File: config.mk
export PLATFORM = sky130hd
export DESIGN_NAME = instr_exec_sequencer
export DESIGN_NICKNAME = d
export VERILOG_FILES = /design/src/rtl/instr_exec_sequencer.sv
export SDC_FILE = /design/constraint.sdc
export NUM_CORES = 1
export LEC_CHECK = 0
export BUFFER_PORTS_ARGS = -buffer_cell sky130_fd_sc_hd__buf_4
export CAP_MARGIN = 5
export CELL_PAD_IN_SITES_DETAIL_PLACEMENT = 0
export CELL_PAD_IN_SITES_GLOBAL_PLACEMENT = 1
export CORE_ASPECT_RATIO = 1.75
export CORE_MARGIN = 2
export CORE_UTILIZATION = 30
export CTS_CLUSTER_DIAMETER = 100
export DETAILED_ROUTE_END_ITERATION = 7
export MAX_ROUTING_LAYER = met4
export PLACE_DENSITY_LB_ADDON = 0.1
export REMOVE_ABC_BUFFERS = 1
export SYNTH_ARGS = -nofsm -noshare
export SYNTH_HDL_FRONTEND = slang
export SYNTH_SLANG_ARGS = --single-unit
File: constraint.sdc
create_clock -name clk -period 4.5 [get_ports clk]
set_input_delay 0.45 -clock clk [delete_from_list [all_inputs] [get_ports clk]]
set_output_delay 0.45 -clock clk [all_outputs]
set_load 0.005 [all_outputs]
File: src/rtl/instr_exec_sequencer.sv
// Multi-cycle sequencer: accepts one instruction, holds it for the decoder, runs the external ALU,
// then writes the result back or reports an illegal opcode / ALU timeout. All outputs registered.
module instr_exec_sequencer #(
  parameter int unsigned ALU_TIMEOUT = 16,
  parameter int unsigned CNT_W       = 16
) (
  input  logic             clk,
  input  logic             reset,
  input  logic             instr_valid,
  input  logic [31:0]      instr,
  output logic             instr_ready,
  output logic [31:0]      dec_instr,
  output logic             alu_start,
  input  logic             alu_done,
  input  logic [31:0]      alu_result,
  output logic             we,
  output logic [4:0]       wb_addr,
  output logic [31:0]      wb_data,
  output logic             busy,
  output logic             hata,
  output logic [1:0]       err_code,
  output logic [CNT_W-1:0] retired_cnt,
  output logic [CNT_W-1:0] err_cnt
);

  localparam int unsigned TW = $clog2(ALU_TIMEOUT + 1);

  typedef enum logic [2:0] {StIdle, StDecode, StExec, StWb, StErr} state_e;

  state_e        state;
  logic [TW-1:0] exec_cnt;
  logic          is_b;
  logic [4:0]    rd;

  assign rd = dec_instr[11:7];

  always_ff @(posedge clk) begin
    if (reset) begin
      state       <= StIdle;
      dec_instr   <= '0;
      instr_ready <= 1'b1;
      busy        <= 1'b0;
      alu_start   <= 1'b0;
      we          <= 1'b0;
      wb_addr     <= '0;
      wb_data     <= '0;
      hata        <= 1'b0;
      err_code    <= 2'd0;
      retired_cnt <= '0;
      err_cnt     <= '0;
      exec_cnt    <= '0;
      is_b        <= 1'b0;
    end else begin
      alu_start <= 1'b0;
      we        <= 1'b0;
      hata      <= 1'b0;
      unique case (state)
        StIdle: begin
          if (instr_valid) begin
            dec_instr   <= instr;
            state       <= StDecode;
            instr_ready <= 1'b0;
            busy        <= 1'b1;
          end
        end
        StDecode: begin
          unique case (dec_instr[6:0])
            7'b0000001, 7'b0000011, 7'b0000111, 7'b0001111: begin
              is_b      <= (dec_instr[6:0] == 7'b0001111);
              state     <= StExec;
              alu_start <= 1'b1;
              exec_cnt  <= TW'(1);
            end
            default: begin
              state    <= StErr;
              hata     <= 1'b1;
              err_code <= 2'd1;
              if (err_cnt != '1) err_cnt <= err_cnt + 1'b1;
            end
          endcase
        end
        StExec: begin
          // done wins over a timeout reached in the same cycle
          if (alu_done) begin
            wb_data <= alu_result;
            wb_addr <= rd;
            we      <= !is_b && (rd != 5'd0);
            state   <= StWb;
            if (retired_cnt != '1) retired_cnt <= retired_cnt + 1'b1;
          end else if (exec_cnt == TW'(ALU_TIMEOUT)) begin
            state    <= StErr;
            hata     <= 1'b1;
            err_code <= 2'd2;
            if (err_cnt != '1) err_cnt <= err_cnt + 1'b1;
          end else begin
            exec_cnt <= exec_cnt + 1'b1;
          end
        end
        StWb, StErr: begin
          state       <= StIdle;
          instr_ready <= 1'b1;
          busy        <= 1'b0;
        end
        default: begin
          state       <= StIdle;
          instr_ready <= 1'b1;
          busy        <= 1'b0;
        end
      endcase
    end
  end

endmodule

## Yosys cells after proc, flatten, opt, wreduce, memory -nomap -nowiden

Index checks and enable logic that the tools add are counted.

- Bits in registers: 117
- Bits in latches: 0
- Bits in writable memories: 0
- ROM bits: 0
- Input bits: 68
- Output and inout bits: 108
- Logic and storage cells: 81
- Memories: 0

- $add $sub $neg: 3
- Multipliers: 0
- Div/mod/pow operators: 0
- $lt $le $gt $ge: 0
- Equal/unequal tests: 16
- Shift operators: 0
- Mux-type cells: 27
- Bitwise operators: 4
- Reduce and logical (&&, ||, !) cells: 17

Operators by type and width:

| cell | count |
|---|---|
| 2-to-1 mux 16 bit | 4 |
| adder 16 x 1 -> 16 bit (second input constant) | 2 |
| inequality test 16 bit (second input constant) | 2 |
| case mux 16 bit (2 select lines) | 1 |
| 2-to-1 mux 5 bit | 3 |
| 2-to-1 mux 3 bit | 4 |
| inequality test 2 bit (second input constant) | 6 |
| case mux 5 bit (2 select lines) | 1 |
| AND reduction 2 bit | 5 |
| case mux 3 bit (3 select lines) | 1 |
| AND reduction 4 bit | 2 |
| == test 7 x 1 -> 1 bit (second input constant) | 1 |
| == test 7 x 2 -> 1 bit (second input constant) | 1 |
| == test 7 x 3 -> 1 bit (second input constant) | 1 |
| == test 7 x 4 -> 1 bit (second input constant) | 1 |
| 2-to-1 mux 1 bit | 6 |
| 2-to-1 mux 2 bit | 3 |
| case mux 1 bit (2 select lines) | 3 |
| adder 5 x 1 -> 5 bit (second input constant) | 1 |
| == test 5 bit (second input constant) | 1 |
| nonzero test 5 bit | 1 |
| inverter 1 bit | 4 |
| case mux 2 bit (2 select lines) | 1 |
| OR reduction 2 bit | 2 |
| other kinds (10) | 10 |

## Logic depth before layout (Yosys ltp)

Gate-level depths: netlist of run 1.

- Depth after elaboration: 5
- Gate-level depth with buffers: 8
- Gate-level depth less buffers: 7

## Worst setup path before layout of run 1

No wires, ideal clock.

- Kind: register to register
- From: register dec_instr[4]
- To: register exec_cnt[3]
- Library setup time: 70 ps
- Data arrival time: 2192 ps
- Setup slack: 2239 ps
- Stages on the path, launching flop included: 8
- Path through: dfxtp_1 > or4b_4 > or4_1 > buf_2 > and2_4 > buf_6 > or3_1 > a21oi_1

- Word-level cells in the longest chain between the ends: 4
- Elaborated cells between the ends (all ways): 7
- Classes of those cells: eq/ne (5); reduce/logical (2)

RTL lines:

| element | line | RTL |
|---|---|---|
| from (decl) | 12 | `output logic [31:0] dec_instr,` |
| from (signal assigned) | 60 | `dec_instr <= instr;` |
| == test 7 x 4 -> 1 bit (tied with other cells) | 67 | `unique case (dec_instr[6:0])` |
| OR reduction 4 bit (*) | 67 |  |
| inequality test 2 bit (no source line) (*) | -- |  |
| AND reduction 4 bit (no source line) (*) | -- |  |
| to (signal assigned) | 96 | `exec_cnt <= exec_cnt + 1'b1;` |
| to (decl) | 31 | `logic [TW-1:0] exec_cnt;` |

Every way passes the cells marked *; elsewhere a longest branch is shown, timed or not.
A chain may end at the register's enable or synchronous reset.

## Final worst setup path of run 1

- From: register state[1]
- To: register err_cnt[15]

- Word-level cells in the longest chain between the ends: 3
- Elaborated cells between the ends (all ways): 8
- Classes of those cells: eq/ne (5); mux (1); reduce/logical (2)

RTL lines:

| element | line | RTL |
|---|---|---|
| from (decl) | 30 | `state_e state;` |
| from (signal assigned) | 39 | `state <= StIdle;` |
| from (signal assigned) | 61 | `state <= StDecode;` |
| from (signal assigned) | 70 | `state <= StExec;` |
| == test 3 x 1 -> 1 bit or == test 3 x 2 -> 1 bit (tied branches) | 57 | `unique case (state)` |
| inequality test 2 bit (no source line) or nonzero test 2 bit (tied branches) | -- |  |
| AND reduction 4 bit (no source line) | -- |  |
| to (signal assigned) | 78 | `if (err_cnt != '1) err_cnt <= err_cnt + 1'b1;` |
| to (signal assigned) | 94 | `if (err_cnt != '1) err_cnt <= err_cnt + 1'b1;` |
| to (decl) | 23 | `output logic [CNT_W-1:0] err_cnt` |

Parallel ways exist; a longest one is shown, timed or not.

==> results of run 1 <==
==> layer usage <==
layer | global-route usage [%] | routed length (microns) | vias up
met4 | 6.37 | 278 | 0
met5 | - | 0 | -
met3 | 3.96 | 608 | 17
met2 | 30.4 | 7360 | 132
met1 | 17.5 | 5300 | 2109
li1 | - | - | 2272
==> how the worst max path moves through the flow <==
stage	start	endpoint	slack, ns	cells past startpoint
final	state[1]	err_cnt[15]	1.86	5
after CTS	state[1]	err_cnt[15]	1.84	5
after global routing	state[1]	err_cnt[15]	1.61	5
after floorplan	alu_done	we	0.76	3
after global placement	alu_done	err_cnt[15]	1.91	6
after detailed placement	alu_done	err_cnt[15]	1.79	6
==> cell families (layout without fill, tap and decap cells) <==
group,count (synthesis),in the layout,share of synthesized area [%]
adder cells (fa/ha/maj),4,4,1.08
buffers and inverters,47,221,4.01
AND/OR/NAND/NOR,260,260,25.3
XOR/XNOR,13,13,2.45
multiplexers,7,7,1.61
flip-flops,117,117,50.3
AO/OA/AOI/OAI,125,125,15.2
==> through the flow <==
| step | setup slack [ns] | utilization, % | std cells |
|---|---|---|---|
| 2_1_floorplan | 0.757 | - | 536 |
| 3_3_place_gp | 1.91 | 39.9 | 901 |
| 3_5_place_dp | 1.79 | 39.9 | 901 |
| 4_1_cts | 1.84 | 43.4 | 933 |
| 5_1_grt | 1.61 | 43.4 | 933 |
| 6_report | 1.86 | 43.4 | 933 |
==> state kept, by name, indices dropped and copies added (netlist names), 2 cells and up <==
name         cells
wb_addr          5
wb_data         32
exec_cnt         5
err_cnt         16
state            3
err_code         2
retired_cnt     16
dec_instr       32
==> cell usage in the layout (no fill, tap or decap), types with 9 or more instances in the layout <==
| cell | n |
|---|---|
| nand3_1 | 9 |
| o21ai_0 | 9 |
| xnor2_1 | 9 |
| a21oi_1 | 89 |
| nor3_1 | 12 |
| nand2_1 | 157 |
| clkbuf_16 | 17 |
| dfxtp_1 | 117 |
| inv_1 | 10 |
| nor2_1 | 34 |
| buf_4 | 179 |
==> report_power, final <==
group	switching [W]	total, W	internal [W]
clock	0.000476	0.00124	0.000766
combinational	0.0000847	0.000178	0.0000933
sequential	0.0000210	0.00108	0.00106
total	0.000582	0.00251	0.00192
==> area by class of cell <==
cell class | instances | area share (%)
clock buffer | 22 | 6.84
clock inverter | 10 | 1.24
timing repair buffer | 179 | 20.2
inverter | 10 | 0.565
multi-input combinational | 409 | 32.4
sequential | 117 | 35.3
tap | 186 | 3.50
==> tightest hold or removal path, stage by stage <==
cell and delay (ns):
buf_4 0.11, nand2_1 0.04, a21oi_1 0.05
==> impl_metrics.py, run 1 <==
metrics = {
    "global_routing": {
        "grt_usage_pct": 16.8,
        "grt_pass1_wl_microns": 21700,
        "grt_pass1_vias": 4464,
        "grt_start_max_net_pins": 94,
        "antenna_found_initial": 0,
        "overflow": 0,
    },
    "synth": {
        "synth_top_area_share_pct": 50.3,
        "syn_inst": 573,
        "synth_common_cells": "nand2_1, dfxtp_1, a21oi_1",
        "synth.cell_area_sq_um": 4650,
        "synth_most_common_cell": "nand2_1",
        "ys.flop_type": "dfxtp_1",
        "synth_top_area_cell": "dfxtp_1",
        "avgSynthCellArea_sq_um": 8.12,
        "ys_seq_elements": 117,
        "synthTopCellsByArea": "dfxtp_1, nand2_1, a21oi_1",
        "ys_seq_area_share_pct": 50.3,
        "synth.distinct_cells": 48,
        "synth_edf_count": 0,
        "ys_async_sr_fraction_pct": 0,
        "yosysWarnings": 0,
    },
    "detailed_routing": {
        "drt_iter0_markers": 133,
        "vias_per_cell": 4.86,
        "firstDrtPassIters": 5,
        "drt_wl_total_microns": 13600,
        "drcViolationCount": 0,
        "vias": 4530,
        "ant_nets": 0,
        "wl_per_cell_microns": 14.5,
    },
    "sta": {
        "relSlewSlack_pct": 23.4,
        "finalHoldViolCount": 0,
        "rsz0062_at_grt": "false",
        "holdWs_ns": 0.284,
        "fmax_mhz": 379,
        "setup_tns_ns": 0,
        "fin_worst_skew_ns": 0.00977,
        "period_minus_slack_ns": 2.64,
        "fin_crit_sh_pct": 58.7,
        "setup_viol": 0,
        "tightest_slew_ns": 1.15,
        "finalMaxSlewViolations": 0,
    },
    "worst_setup_path": {
        "critPathMaxFanout": 10,
        "crit_arrival_ns": 2.94,
        "r2r_start": "state[1]",
        "startpoint_type": "flop",
        "crit_path_max_incr_delay_ns": 0.59,
        "crit_buf_inv": 0,
        "path_delay_family": "simple AND/OR/NAND/NOR gates",
        "rr_endpoint": "err_cnt[15]",
        "r2r_cells": 5,
        "end_kind": "flop",
        "slowest_stage": "nor4b_1",
        "path_class": "reg2reg",
        "cp_cell_sequence": "nor4b_1 > nand2_1 > a21boi_1 > nor4bb_1 > mux2_2",
        "r2r_slack_ns": 1.86,
        "crit_required_ns": 4.80,
    },
    "floorplanning": {
        "num_io_pins": 176,
        "die_h_microns": 169,
        "rows": 60,
        "core-area_sq_um": 15300,
        "fp.dieArea_sq_um": 16600,
        "die_w_microns": 98.1,
        "initial_core_util_pct": 30.4,
    },
    "clock_network": {
        "root_buffer": "clkbuf_16",
        "clockBufferDepth": 2,
        "postCtsSetupRepairBufs": 0,
        "cts_tree": "built",
        "cts-hold-fix-buffers": 0,
        "cts-htree-levels": 4,
        "cts_made_buffers": 17,
        "numClockSinks": 117,
        "clock_latency_ns": 0.41,
        "cts_resized": 0,
        "clk_pin_slew_ns": 0.06,
    },
    "worst_hold_path": {
        "hold_end": "dec_instr[17]",
        "hold_depth": 3,
        "holdCritPathClass": "in2reg",
        "min_from": "instr[17]",
    },
    "outcome": {
        "status": "completed",
    },
    "power": {
        "max-vdd-ir-drop_v": 0.000247,
        "power_w": 0.00251,
        "p_per_area_nw_per_um2": 377,
        "p_leak_nw": 2.70,
    },
    "place": {
        "gp_congestion": 0.746,
        "dpl.hpwl_microns": 9260,
        "portBuffers": 175,
        "place_area_sq_um": 6110,
    },
    "layout": {
        "antenna_cells": 0,
        "register_area_sq_um": 2340,
        "fill_cells": 1606,
        "finalNetCount": 806,
        "final_area_sq_um": 6640,
        "multi_input_area_sq_um": 2150,
        "final_layout_size_suffix_gt1_share_pct": 29.2,
        "area_growth_pct": 42.8,
    },
    "flow_run": {
        "cap_violations": 0,
    },
}
No activity file was read; power rests on OpenSTA's default activity.
==> inputs of run 2 (changes only) <==
==> constraint.sdc (replaced) <==
create_clock -name clk -period 2.6 [get_ports clk]
set_input_delay 0.26 -clock clk [delete_from_list [all_inputs] [get_ports clk]]
set_output_delay 0.26 -clock clk [all_outputs]
set_load 0.005 [all_outputs]
==> run 2 against run 1 <==
Net effect: non-clock buffer count up 8; clock-buffer cell count down 3; sequential cell count unchanged; die area unchanged; cell area up 2.4%; clock power up 99%; worst setup slack worse by 1.5 ns; highest routed layer unchanged.
==> impl_metrics.py, run 2 (synthesis results as in run 1) <==
metrics = {
    "clock_network": {
        "clk_pin_slew_ns": 0.06,
        "numClockSinks": 117,
        "cts_resized": 0,
        "cts_tree": "built",
        "postCtsSetupRepairBufs": 0,
        "clock_latency_ns": 0.40,
        "cts_made_buffers": 17,
        "clockBufferDepth": 2,
        "root_buffer": "clkbuf_16",
        "cts-hold-fix-buffers": 0,
        "cts-htree-levels": 4,
    },
    "worst_setup_path": {
        "path_delay_family": "simple AND/OR/NAND/NOR gates",
        "critPathMaxFanout": 7,
        "end_kind": "flop",
        "slowest_stage": "or4_1",
        "crit_buf_inv": 0,
        "crit_required_ns": 2.93,
        "crit_arrival_ns": 2.60,
        "path_class": "reg2reg",
        "cp_cell_sequence": "or4b_4 > or4_1 > and2_4 > or3_1 > a21oi_1",
        "startpoint_type": "flop",
        "crit_path_max_incr_delay_ns": 0.63,
    },
    "global_routing": {
        "grt_pass1_vias": 4440,
        "overflow": 0,
        "grt_usage_pct": 17.0,
        "grt_start_max_net_pins": 44,
        "antenna_found_initial": 0,
        "grt_pass1_wl_microns": 22000,
    },
    "worst_hold_path": {
        "holdCritPathClass": "in2reg",
    },
    "layout": {
        "area_growth_pct": 46.2,
        "final_area_sq_um": 6800,
        "fill_cells": 1599,
        "antenna_cells": 0,
        "final_common_cell": "buf_4",
        "fin_util_pct": 44.4,
        "instances_no_fill": 941,
        "layout_common_cells": "buf_4, nand2_1, dfxtp_1",
        "final_layout_size_suffix_gt1_share_pct": 30.3,
        "finalNetCount": 814,
        "reg.largest.list": "dec_instr (32), wb_data (32)",
    },
    "sta": {
        "period_minus_slack_ns": 2.27,
        "fmax_mhz": 441,
        "fin_worst_skew_ns": 0.00960,
        "holdWs_ns": 0.0997,
        "fin_crit_sh_pct": 87.3,
        "fin_ws_ns": 0.330,
        "relSlewSlack_pct": 24.1,
        "finalMaxSlewViolations": 0,
        "tightest_slew_ns": 1.14,
        "setup_viol": 0,
        "finalHoldViolCount": 0,
        "rsz0062_at_grt": "false",
    },
    "place": {
        "dp.cells": 909,
        "gp_congestion": 0.728,
        "portBuffers": 175,
        "place_area_sq_um": 6180,
        "dpl.hpwl_microns": 9840,
        "pre_cts_slack_ns": 0.332,
    },
    "detailed_routing": {
        "drcViolationCount": 0,
        "firstDrtPassIters": 4,
        "wl_per_cell_microns": 14.7,
        "drt_iter0_markers": 166,
        "drt_wl_total_microns": 13800,
        "vias_per_cell": 4.78,
        "vias": 4501,
        "ant_nets": 0,
    },
    "power": {
        "cell_internal_pwr_w": 0.00363,
        "power_frac_clock_pct": 53.0,
        "swShare_pct": 22.1,
        "p_leak_nw": 2.78,
        "p_comb_share_pct": 6.7,
        "seqPwrFrac_pct": 40.3,
        "max-vdd-ir-drop_v": 0.000374,
        "p_per_area_nw_per_um2": 685,
        "power.switching_w": 0.00103,
    },
    "flow_run": {
        "cap_violations": 0,
    },
    "floorplanning": {
        "initial_core_util_pct": 30.4,
        "core-area_sq_um": 15300,
        "fp.dieArea_sq_um": 16600,
        "num_io_pins": 176,
        "die_w_microns": 98.1,
        "die_h_microns": 169,
        "rows": 60,
    },
    "outcome": {
        "status": "completed",
    },
}
## run 2: final cells by class
type | count | area, sq um | share of cell area, %
flip-flops and latches | 117 | 2340 | 34.4
multi-input cells | 409 | 2150 | 31.6
repair buffers | 187 | 1420 | 20.8
clock buffers | 19 | 443 | 6.51
well taps | 186 | 233 | 3.42
clock inverters | 13 | 181 | 2.67
inverters | 10 | 37.5 | 0.552
## run 2: worst paths after layout
| kind | slack (ns) | depth (start not counted) | end | start |
|---|---|---|---|---|
| setup / recovery | 0.33 | 5 | exec_cnt[3] | dec_instr[4] |
| hold / removal | 0.1 | 3 | wb_data[28] | alu_result[28] |
| setup reg to reg | 0.33 | 5 | exec_cnt[3] | dec_instr[4] |
| hold reg to reg | 0.45 | 1 | we | is_b |
## run 2: worst register-to-register path: stages (launching register included)
cell and delay, ns:
dfxtp_1 0.32, or4b_4 0.55, or4_1 0.63, and2_4 0.21, or3_1 0.35, a21oi_1 0.14
## run 2: per-layer routing
metal / vias to the layer above / track usage [%] / wire (microns)
met4: 0 / 5.18 / 163
met5: - / - / 0
li1: 2286 / - / -
met1: 2090 / 17.3 / 5250
met2: 110 / 31.6 / 7740
met3: 15 / 4.21 / 632
## run 2: metrics by stage
stage | TNS (ns) | total power, W
floorplan | -33.64 | 0.00201
global placement | 0 | 0.00223
detailed placement | 0 | 0.00224
CTS | 0 | 0.00475
global route | 0 | 0.00486
finish | 0 | 0.00466
## run 2: power by group through the flow
| stage | registers, W | clock network (W) | logic [W] |
|---|---|---|---|
| 6_report | 0.00188 | 0.00247 | 0.000314 |
| 5_1_grt | 0.00188 | 0.00263 | 0.000349 |
| 4_1_cts | 0.00188 | 0.00255 | 0.000322 |
| 2_1_floorplan | 0.00191 | 0 | 0.0000988 |
| 3_5_place_dp | 0.00192 | 0 | 0.000321 |
| 3_3_place_gp | 0.00191 | 0 | 0.000318 |
==> inputs of run 3 (changes only) <==
--- a/config.mk
+++ b/config.mk
@@ -5,6 +5,7 @@
 export SDC_FILE = /design/constraint.sdc
 export NUM_CORES = 1
 export LEC_CHECK = 0
+export ABC_AREA = 1
 export BUFFER_PORTS_ARGS = -buffer_cell sky130_fd_sc_hd__buf_4
 export CAP_MARGIN = 5
 export CELL_PAD_IN_SITES_DETAIL_PLACEMENT = 0
==> run 3 against run 2 <==
Net effect: global-route usage increased by 0.19 points; sequential share of layout area decreased by 2.0 points; register-to-register slack improved by 0.30 ns; clock skew increased by 0.0011 ns; synthesized cell count increased by 19%; first-iteration DRC count decreased by 13%; critical path type unchanged; critical endpoint is now err_cnt[1]; highest routed layer unchanged.
==> impl_metrics.py, run 3 <==
metrics = {
    "global_routing": {
        "grt-busiest-layer": "met2",
        "use_met2_pct": 29.5,
        "antenna_found_initial": 0,
        "met3_usage_pct": 4.03,
        "grt_usage_pct": 17.2,
        "grt.met1_usage_pct": 18.8,
        "overflow": 0,
        "grt_start_max_net_pins": 80,
        "grt_pass1_vias": 4931,
        "grt_pass1_wl_microns": 23700,
    },
    "synth": {
        "synth_top_area_share_pct": 45.8,
        "synthTopCellsByArea": "dfxtp_1, nand2_1, nor2_1",
        "synth.distinct_cells": 35,
        "synth_most_common_cell": "dfxtp_1",
        "syn_inst": 684,
        "ys_async_sr_fraction_pct": 0,
        "ys.flop_type": "dfxtp_1",
        "synth_top_area_cell": "dfxtp_1",
        "synth_edf_count": 0,
        "ys_seq_area_share_pct": 45.8,
        "yosysWarnings": 0,
        "avgSynthCellArea_sq_um": 7.48,
        "synth_common_cells": "dfxtp_1, nand2_1, nor2_1",
        "ys_seq_elements": 117,
        "synth.cell_area_sq_um": 5110,
    },
    "worst_setup_path": {
        "r2r_start": "state[1]",
        "r2r_slack_ns": 0.63,
        "path_class": "reg2reg",
        "startpoint_type": "flop",
        "crit_path_max_incr_delay_ns": 0.33,
        "path_delay_family": "simple AND/OR/NAND/NOR gates",
        "critPathMaxFanout": 15,
        "crit_buf_inv": 1,
        "rr_endpoint": "err_cnt[1]",
        "end_kind": "flop",
        "r2r_cells": 8,
        "crit_arrival_ns": 2.27,
        "cp_cell_sequence": "nor2_2 > nand2_2 > inv_1 > nand3_2 > nand2_2 > nand2_2 > o21ai_0 > nor2_1",
        "crit_top_cell": "nand2_2",
        "crit_required_ns": 2.89,
        "cp.depth": 8,
        "slowest_stage": "dfxtp_1",
    },
    "place": {
        "portBuffers": 175,
        "place_area_sq_um": 6600,
        "dpl.hpwl_microns": 10500,
        "pre_cts_slack_ns": 0.641,
        "gp_congestion": 0.789,
    },
    "floorplanning": {
        "rows": 63,
        "num_io_pins": 176,
        "die_h_microns": 177,
        "die_w_microns": 103,
        "core-area_sq_um": 16800,
        "fp.dieArea_sq_um": 18200,
        "initial_core_util_pct": 30.5,
    },
    "power": {
        "swShare_pct": 30.7,
        "seqPwrFrac_pct": 37.4,
        "p_leak_nw": 3.05,
        "p_comb_share_pct": 24.2,
        "power.switching_w": 0.00197,
        "p_per_area_nw_per_um2": 888,
        "power_frac_clock_pct": 38.3,
        "cell_internal_pwr_w": 0.00445,
        "max-vdd-ir-drop_v": 0.000410,
    },
    "clock_network": {
        "postCtsSetupRepairBufs": 0,
        "clock_latency_ns": 0.41,
        "clockBufferDepth": 2,
        "cts_tree": "built",
        "cts-hold-fix-buffers": 0,
        "cts_resized": 0,
        "root_buffer": "clkbuf_16",
        "cts_made_buffers": 17,
        "numClockSinks": 117,
        "cts-htree-levels": 4,
        "clk_pin_slew_ns": 0.06,
    },
    "worst_hold_path": {
        "hold_depth": 3,
        "holdCritPathClass": "in2reg",
        "min_from": "alu_result[19]",
        "hold_end": "wb_data[19]",
    },
    "layout": {
        "final_layout_size_suffix_gt1_share_pct": 28.8,
        "register_area_sq_um": 2340,
        "final_area_sq_um": 7220,
        "fill_cells": 1754,
        "reg.largest.list": "dec_instr (32), wb_data (32)",
        "antenna_cells": 0,
        "final_common_cell": "buf_4",
        "finalNetCount": 923,
        "layout_common_cells": "buf_4, dfxtp_1, nand2_1",
        "area_growth_pct": 41.2,
        "multi_input_area_sq_um": 2360,
    },
    "detailed_routing": {
        "firstDrtPassIters": 4,
        "drt_iter0_markers": 144,
        "wl_per_cell_microns": 13.6,
        "drt_wl_total_microns": 14900,
        "ant_nets": 0,
        "vias": 4985,
        "drcViolationCount": 0,
        "vias_per_cell": 4.57,
    },
    "sta": {
        "relSlewSlack_pct": 74.6,
        "finalHoldViolCount": 0,
        "period_minus_slack_ns": 1.97,
        "finalMaxSlewViolations": 0,
        "fin_crit_sh_pct": 76.0,
        "fin_ws_ns": 0.625,
        "fmax_mhz": 506,
        "setup_tns_ns": 0,
        "rsz0062_at_grt": "false",
        "holdWs_ns": 0.101,
        "tightest_slew_ns": 0.380,
        "fin_worst_skew_ns": 0.0107,
        "setup_viol": 0,
    },
    "outcome": {
        "status": "completed",
    },
    "flow_run": {
        "cap_violations": 0,
    },
}
run 3: cell types whose count changed in the layout (fill, tap and decap cells not counted), moves of 25 or more:
cell     before  now
o21ai_0       9   76
inv_1        10   59
a21oi_1      89   64
nand3_1       9   38
nand2_1     157  112
nor2_1       34  108
run 3: worst max-delay path by stage:
stage	start	to	slack (ns)
after detailed placement	state[1]	err_cnt[1]	0.64
final	state[1]	err_cnt[1]	0.63
after global placement	state[1]	err_cnt[1]	0.69
after global routing	state[2]	err_cnt[1]	0.43
after CTS	state[1]	err_cnt[1]	0.61
after floorplan	state[1]	dec_instr[0]	0.51
run 3: power by group through the flow:
stage / Clock (W) / Combinational [W] / Sequential [W]
2_1_floorplan: 0 / 0.000679 / 0.00244
3_3_place_gp: 0 / 0.00158 / 0.00242
3_5_place_dp: 0 / 0.00159 / 0.00244
4_1_cts: 0.00253 / 0.00159 / 0.00241
5_1_grt: 0.00261 / 0.00176 / 0.00246
6_report: 0.00246 / 0.00155 / 0.00240
run 3: worst reg2reg max path, delay by kind of cell (launching register included):
family / cells / cell delay [ns]
flip-flops: 1 / 0.33
AND/OR/NAND/NOR: 6 / 1.17
buffers and inverters: 1 / 0.10
AO/OA/AOI/OAI: 1 / 0.27
run 3: cell families after synthesis:
family                     count (synthesis)  synth area share (%)
AOI/OAI and AO/OA                        154                  16.2
xor gates and xnor gates                  20                  3.42
adders and majority gates                  4                 0.979
buffers and inverters                     96                  8.07
DFF                                      117                  45.8
and+or+nand+nor                          293                  25.6
run 3: stage by stage:
stage                     utilization [%]  instances  total power, W
after floorplan                         -        652         0.00312
after global placement               39.3       1059         0.00400
after detailed placement             39.3       1059         0.00403
after CTS                            43.0       1091         0.00653
after global routing                 43.0       1091         0.00683
final                                43.0       1091         0.00642
run 3: final cells by class:
cell class / count / share of cell area [%]
clock buffer: 18 / 5.94
clock inverter: 14 / 2.62
inverter: 64 / 3.43
multi-input combinational: 471 / 32.7
sequential: 117 / 32.4
tap: 227 / 3.93
timing repair buffer: 180 / 18.9
run 3: per-layer routing:
layer,wire (microns),vias up
li1,-,2552
met5,0,-
met1,5970,2292
met2,7940,126
met4,276,0
met3,680,15
